File: config.mk
export PLATFORM = sky130hd
export DESIGN_NAME = dpram_fifo_ctrl
export DESIGN_NICKNAME = d
export VERILOG_FILES = /design/src/rtl/dpram_fifo_ctrl.sv
export SDC_FILE = /design/constraint.sdc
export NUM_CORES = 1
export LEC_CHECK = 0
export CAP_MARGIN = 20
export CORE_ASPECT_RATIO = 1.2
export CORE_UTILIZATION = 30
export CTS_BUF_LIST = sky130_fd_sc_hd__clkbuf_8
export CTS_CLUSTER_SIZE = 25
export DETAILED_ROUTE_END_ITERATION = 6
export PLACE_DENSITY = 0.56
export SETUP_SLACK_MARGIN = 0.1
export SYNTH_ARGS = -nofsm -noshare
export SYNTH_HDL_FRONTEND = slang
export SYNTH_SLANG_ARGS = --single-unit
File: constraint.sdc
create_clock -name clk -period 2.9 [get_ports clk]
set_input_delay 0.435 -clock clk [delete_from_list [all_inputs] [get_ports clk]]
set_output_delay 0.435 -clock clk [all_outputs]
set_load 0.005 [all_outputs]
File: src/rtl/dpram_fifo_ctrl.sv
// dpram_fifo_ctrl
// ---------------
// Synchronous FIFO controller that owns both ports of an external dual-port
// RAM (registered read, one cycle of read latency, no reset on storage) and
// exposes valid/ready streams on the input and output sides. Read addresses
// are issued ahead of demand. The RAM read latency is absorbed by a 2-entry
// output register buffer, so the output can sustain one word per cycle.
//
// Ports
//   clk           single clock, rising edge
//   rst_n         asynchronous active-low reset
//   in_valid      upstream word present
//   in_data       upstream word
//   in_ready      controller accepts in_data this cycle (not full)
//   out_valid     out_data holds a valid word
//   out_data      head (oldest) word
//   out_ready     downstream consumes the head word this cycle
//   level         words held: RAM + in-flight read + output buffer
//   ram_wr_en     RAM write enable
//   ram_addr_wr   RAM write address
//   ram_data_in   RAM write data
//   ram_addr_rd   RAM read address
//   ram_data_out  RAM read data, valid one cycle after the address

module dpram_fifo_ctrl #(
    parameter int DATA_WIDTH = 8,
    parameter int ADDR_WIDTH = 8
) (
    input  logic                  clk,
    input  logic                  rst_n,
    input  logic                  in_valid,
    input  logic [DATA_WIDTH-1:0] in_data,
    output logic                  in_ready,
    output logic                  out_valid,
    output logic [DATA_WIDTH-1:0] out_data,
    input  logic                  out_ready,
    output logic [ADDR_WIDTH+1:0] level,
    output logic                  ram_wr_en,
    output logic [ADDR_WIDTH-1:0] ram_addr_wr,
    output logic [DATA_WIDTH-1:0] ram_data_in,
    output logic [ADDR_WIDTH-1:0] ram_addr_rd,
    input  logic [DATA_WIDTH-1:0] ram_data_out
);

    localparam int PW = ADDR_WIDTH + 1;

    logic [PW-1:0]         wr_ptr_q, wr_ptr_d;
    logic [PW-1:0]         rd_ptr_q, rd_ptr_d;
    logic [1:0]            buf_cnt_q, buf_cnt_d;
    logic                  inflight_q, inflight_d;
    logic [DATA_WIDTH-1:0] buf0_q, buf0_d;
    logic [DATA_WIDTH-1:0] buf1_q, buf1_d;

    logic [PW-1:0] ram_occ;
    logic          full;
    logic          empty;
    logic          push;
    logic          pop;
    logic          rd_issue;
    logic [2:0]    buf_after;
    logic [1:0]    wr_slot;

    always_comb begin
        ram_occ = wr_ptr_q - rd_ptr_q;
        // occupancy never exceeds 2**ADDR_WIDTH, so its MSB alone marks full
        full    = ram_occ[ADDR_WIDTH];
        empty   = (ram_occ == '0);

        in_ready = !full;
        push     = in_valid && in_ready;
        pop      = (buf_cnt_q != 2'd0) && out_ready;

        // buffer occupancy after this edge's capture and pop; a read may only
        // be issued if its data will still find a free slot when it lands
        buf_after = {1'b0, buf_cnt_q} + {2'b00, inflight_q} - {2'b00, pop};
        rd_issue  = !empty && (buf_after < 3'd2);

        wr_ptr_d   = wr_ptr_q + {{(PW-1){1'b0}}, push};
        rd_ptr_d   = rd_ptr_q + {{(PW-1){1'b0}}, rd_issue};
        inflight_d = rd_issue;
        buf_cnt_d  = buf_after[1:0];

        buf0_d = buf0_q;
        buf1_d = buf1_q;
        if (pop) begin
            buf0_d = buf1_q;
        end
        // captured word lands behind whatever survives this cycle's pop
        wr_slot = buf_cnt_q - {1'b0, pop};
        if (inflight_q) begin
            if (wr_slot == 2'd0) begin
                buf0_d = ram_data_out;
            end else begin
                buf1_d = ram_data_out;
            end
        end
    end

    always_ff @(posedge clk or negedge rst_n) begin
        if (!rst_n) begin
            wr_ptr_q   <= '0;
            rd_ptr_q   <= '0;
            buf_cnt_q  <= 2'd0;
            inflight_q <= 1'b0;
            buf0_q     <= '0;
            buf1_q     <= '0;
        end else begin
            wr_ptr_q   <= wr_ptr_d;
            rd_ptr_q   <= rd_ptr_d;
            buf_cnt_q  <= buf_cnt_d;
            inflight_q <= inflight_d;
            buf0_q     <= buf0_d;
            buf1_q     <= buf1_d;
        end
    end

    // write strobe must stay quiet while reset is held, even with in_valid high
    assign ram_wr_en   = push && rst_n;
    assign ram_addr_wr = wr_ptr_q[ADDR_WIDTH-1:0];
    assign ram_data_in = in_data;
    assign ram_addr_rd = rd_ptr_q[ADDR_WIDTH-1:0];

    assign out_valid = (buf_cnt_q != 2'd0);
    assign out_data  = buf0_q;
    assign level     = {1'b0, ram_occ} + {{(ADDR_WIDTH+1){1'b0}}, inflight_q}
                     + {{ADDR_WIDTH{1'b0}}, buf_cnt_q};

endmodule

==> Word level (Yosys, flattened, before mapping) <==
Cells that the tools add are included.
Widths: inputs -> output; s select.
{ "totals": {"ff_bits": 37, "input_bits": 20, "output_inout_bits": 45, "word_cells": 29} }
{ "classes": {"n_addsub": 8, "n_lt_le_gt_ge": 1, "mux": 3, "bitwise": 1, "reduce_logical": 10} }
{ "ops": {"columns": ["cell", "n"], "rows": [
  ["$mux 8", 3],
  ["$add 9x1->9", 2],
  ["$add 10x2->10", 1],
  ["$add 9x1->10", 1],
  ["$logic_not 9->1", 1],
  ["$sub 9x9->9", 1],
  ["$logic_and 1x1->1", 4],
  ["$add 2x1->3", 1],
  ["$lt 3x2->1 const B", 1],
  ["$sub 3x1->3", 1],
  ["$logic_not 1->1", 2],
  ["$logic_not 2->1", 1],
  ["$reduce_and 2->1", 1],
  ["$reduce_bool 2->1", 1],
  ["$sub 2x1->2", 1],
  ["$not 1->1", 1]
]} }

==> Longest topological paths before layout <==
{ "logic_depth": {"depth_word": 6, "ltp_mapped": 14, "ltp_nobuf": 14} }

==> Worst setup path after synthesis <==
Ideal clock, no wire load.
{ "synth_path": {"kind": "reg-to-reg", "start": "register buf_cnt_q[1]", "end": "register rd_ptr_q[8]", "setup_time_ns": 0.124, "arrival_ns": 2.941, "required_time_ns": 2.776, "setup_slack_ns": -0.165, "path_stages_with_launch": 15, "n_path_buf": 0, "period_less_slack_ns": 3.065, "path_cell_list": "dfrtp_1 -> inv_1 -> nand2_1 -> nand2_1 -> inv_1 -> ha_1 -> inv_1 -> ha_1 -> fa_1 -> xnor2_1 -> a311oi_2 -> ha_1 -> ha_1 -> nand4_1 -> xnor2_1"} }
{ "synth_via": {"elab_chain_cells": 6, "elab_cells_between_ends": 7, "classes_between": "add/sub: 3; order compare: 1; reduce/logical: 3"} }
{ "synth_rtl": {"columns": ["item", "line_no", "rtl"], "rows": [
  ["start, declared", "49", "logic [1:0] buf_cnt_q, buf_cnt_d;"],
  ["start signal, assigned", "110", "buf_cnt_q <= buf_cnt_d;"],
  ["$reduce_bool 2->1", null, null],
  ["net out_valid", "34", "output logic out_valid,"],
  ["$logic_and 1x1->1", "71", "pop = (buf_cnt_q != 2'd0) && out_ready;"],
  ["$sub 3x1->3", "75", "buf_after = {1'b0, buf_cnt_q} + {2'b00, inflight_q} - {2'b00, pop};"],
  ["$lt 3x2->1", "76", "rd_issue = !empty && (buf_after < 3'd2);"],
  ["$logic_and 1x1->1", "76", null],
  ["net inflight_d", "50", "logic inflight_q, inflight_d;"],
  ["$add 9x1->9", "79", "rd_ptr_d = rd_ptr_q + {{(PW-1){1'b0}}, rd_issue};"],
  ["net rd_ptr_d[8]", "48", "logic [PW-1:0] rd_ptr_q, rd_ptr_d;"],
  ["end signal, assigned", "109", "rd_ptr_q <= rd_ptr_d;"],
  ["end, declared", "48", null]
]} }
The timed path passes the listed nets, and every way through them passes these cells.
A chain may end at the register's enable or synchronous reset.

==> Worst setup path in the final report <==
{ "layout_path": {"start": "register rd_ptr_q[0]", "end": "register rd_ptr_q[8]"} }
{ "layout_via": {"elab_chain_cells": 5} }
{ "layout_rtl": {"columns": ["item", "line_no", "rtl"], "rows": [
  ["$sub 9x9->9", "64", "ram_occ = wr_ptr_q - rd_ptr_q;"],
  ["$logic_not 9->1", "67", "empty = (ram_occ == '0);"],
  ["$logic_not 1->1", "76", null],
  ["$logic_and 1x1->1", "76", null],
  ["net inflight_d", "50", null],
  ["$add 9x1->9", "79", null],
  ["net rd_ptr_d[8]", "48", null]
]} }
The timed path passes the listed nets, and every way through them passes these cells.

==> results.md <==
- WL final: 5696 µm
- Seq/Total Area, Yosys: 0.3905
- Yosys warning count: 0
- Layout Nets: 355
- Wire length per cell: 13.96 µm
- DR iter-0 viols: 56
- Synth-to-Final Area Change: 53.83%
- Via density: 4.608
- Class of the worst hold path: input port to asynchronous set/reset pin
- Final instance area: around 3600 µm²
- Antenna-violating nets left: 0
- Layout cells sized above 1: 0.4241
- Syn Std Cell Area: 2371 µm²
- Diode count: 0
- Top delay family on crit path: adder cells
- CP Depth: 14
- Leading area contributor after synthesis: dfrtp_1
- Net Count, Synth: 266
- Final hold viol count: 0
- Yosys cell types: 37
- Reg2reg path depth: 14
- Skew-Pair Late Insertion Delay: 290 ps
- First-pass GRT wire length: just under 10000 µm
- Clock slew at reported path FFs: 80 ps
- Overflow after GRT: 0
- RSZ-0062 raised after global routing: true
- Commonest non-fill, non-tap cell in the layout: buf_4
- Buf/Inv on CP: 2
- Syn_area_per_cell: 10.49 µm²
- Commonest cells after routing, fill and taps aside: 48 x buf_4, 37 x dfrtp_1, 36 x clkdlybuf4s50_1
- Port Buffers: 48
- Pleak: 1.645 nW
- Crit Path Max Fanout: 4
- Util after Layout: 0.4759
- Largest net degree at the start of global routing: 38
- Crit path DAT: 3300 ps
- Via count: about 1900
- Router iterations before antenna repair: 4
- Core area: 7664 µm²
- Initial Util: 0.3094
- Crit end category: flip-flop
- TritonCTS clock tree: done
- Maxcap violations: 0
- Yosys reg bits: 37
- Critical path class: flip-flop to flip-flop
- Number of hold buffers added after CTS: 0
- Critical-path top delay cell: dfrtp_1
- Total GRT Usage: 0.1473
- DIE HEIGHT: ~99 µm
- Initial antenna violation count: 0
- Fin crit period: about 3100 ps
- Largest stage delay, worst path: 420 ps
- DP Area: 3176 µm²
- Site row count: 35
- Clk buf depth: 2
- Final period utilization: 1.075
- Root Driver: clkbuf_8
- Ports: 65
- Die area: roughly 8300 µm²
- Setup_tns: -2021 ps
- Setup crit start kind: flip-flop
- Cells after synthesis: 226
- Setup ws final: -217.6 ps
- VDD IR max: 0.6779 mV
- Status: finished, violations left
- Crit path top cell by count: ha_4
- Slew Viols, Final: 0
- CTS Sinks: 37
- Pwr Density: 1209 nW/µm²
- Post-detail-place hpwl: 4178 µm
- Horiz. Die Dim: about 83 µm
- Placer Congestion: 0.7836
- DRC violations left: 0
- H-tree depth: 2
- Final Skew: 9.828 ps
- Worst-Margin Slew: between 500 and 600 ps
- Vias in the first global route: around 2000
- Cell Chain, Critical Path: ha_4, fa_2, nand2b_4, a211oi_4, buf_6, nor4_4, nor3_2, buf_6, nor4_4, a311oi_4, ha_4, ha_4, nand4_1, xnor2_1
- Failing checks: negative setup slack
- Final setup fails: 14
- CP required: 3090 ps
- Relative slew slack: 0.6552
- Top cells by area, synth: dfrtp_1 39%, ha_1 8.4%, buf_4 7.6%
- Total CTS buffers: 5
- Top cell type's share of synthesized area: 0.3905
- Max Freq: 0.3208 GHz
[metrics by stage]
stage	hold WS [ps]	total power, mW	std cells	setup slack [ps]
after floorplan	139.4	2.167	226	90.29
final	239.8	4.411	408	-217.6
after CTS	258.8	4.239	404	-218.8
after global routing	279.4	4.787	408	-368.1
after global placement	488.2	3.493	386	-240.6
after detailed placement	492.4	3.538	386	-289.9
[sequential cells by signal, summed over array words and instances (netlist names)]
register	cells
out_data	8
wr_ptr_q	9
buf1_q	8
buf_cnt_q	2
inflight_q	1
rd_ptr_q	9
[cell families after synthesis]
logic type	after synthesis	share of synthesized area
AOI/OAI and AO/OA	23	0.07018
xor gates and xnor gates	28	0.1129
adders and majority gates	20	0.1182
buffers and inverters	45	0.1092
DFF	37	0.3905
muxes	17	0.07599
and+or+nand+nor	56	0.1230
[cell usage after synthesis (all sizes together)]
master / count
and3: 5
o31a: 1
or4b: 1
fa: 4
and2: 2
mux2: 8
nor3: 4
nor2: 9
a311oi: 1
clkbuf: 1
nor4: 3
nand3: 5
nand4: 5
dfrtp: 37
or4: 3
o21a: 2
a21oi: 4
buf: 24
xnor2: 17
o21bai: 1
nand2: 15
inv: 20
o21ai: 11
nand2b: 2
ha: 16
a211oi: 1
o22ai: 1
nor2b: 1
xor2: 11
nand4b: 1
o311ai: 1
mux2i: 9
[per-layer routing]
layer  up-vias  global-route usage  part of all wire
met5         -                   0                 0
met4         0             0.04377             0.018
met3         9             0.03402             0.039
met2        43              0.2604              0.51
met1       907              0.1783              0.43
li1        921                   -                 -
[path summary, 6_finish.rpt]
kind	start	to	slack [ps]
min in group clk	buf1_q[5]	buf1_q[5]	510
hold reg to reg	buf1_q[5]	buf1_q[5]	510
max in group asynchronous	rst_n	wr_ptr_q[6]	2320
setup reg to reg	rd_ptr_q[0]	rd_ptr_q[8]	-220
setup / recovery	rd_ptr_q[0]	rd_ptr_q[8]	-220
hold / removal	rst_n	buf1_q[2]	240
[repair_timing]
item / in CTS / in global routing
setup endpoints to repair: 24 / 27
hold endpoints to repair: 0 / 0
setup buffers: 12 / 8
pin swaps: 26 / 22
resized for setup: 73 / 20
[area by class of cell]
cell class | instances | area [µm²]
inverters | 20 | 75.07
clock buffers | 5 | 68.82
flip-flops and latches | 37 | 925.9
well taps | 92 | 115.1
clock inverters | 3 | 43.79
fillers | 674 | 4016
multi-input cells | 144 | 1488
repair buffers | 107 | 930.9
[power breakdown]
part / switching [mW] / internal, mW
Combinational: 1.37 / 1.76
Clock: 0.201 / 0.258
Sequential: 0.104 / 0.719
(Power assumes the default switching activity.)
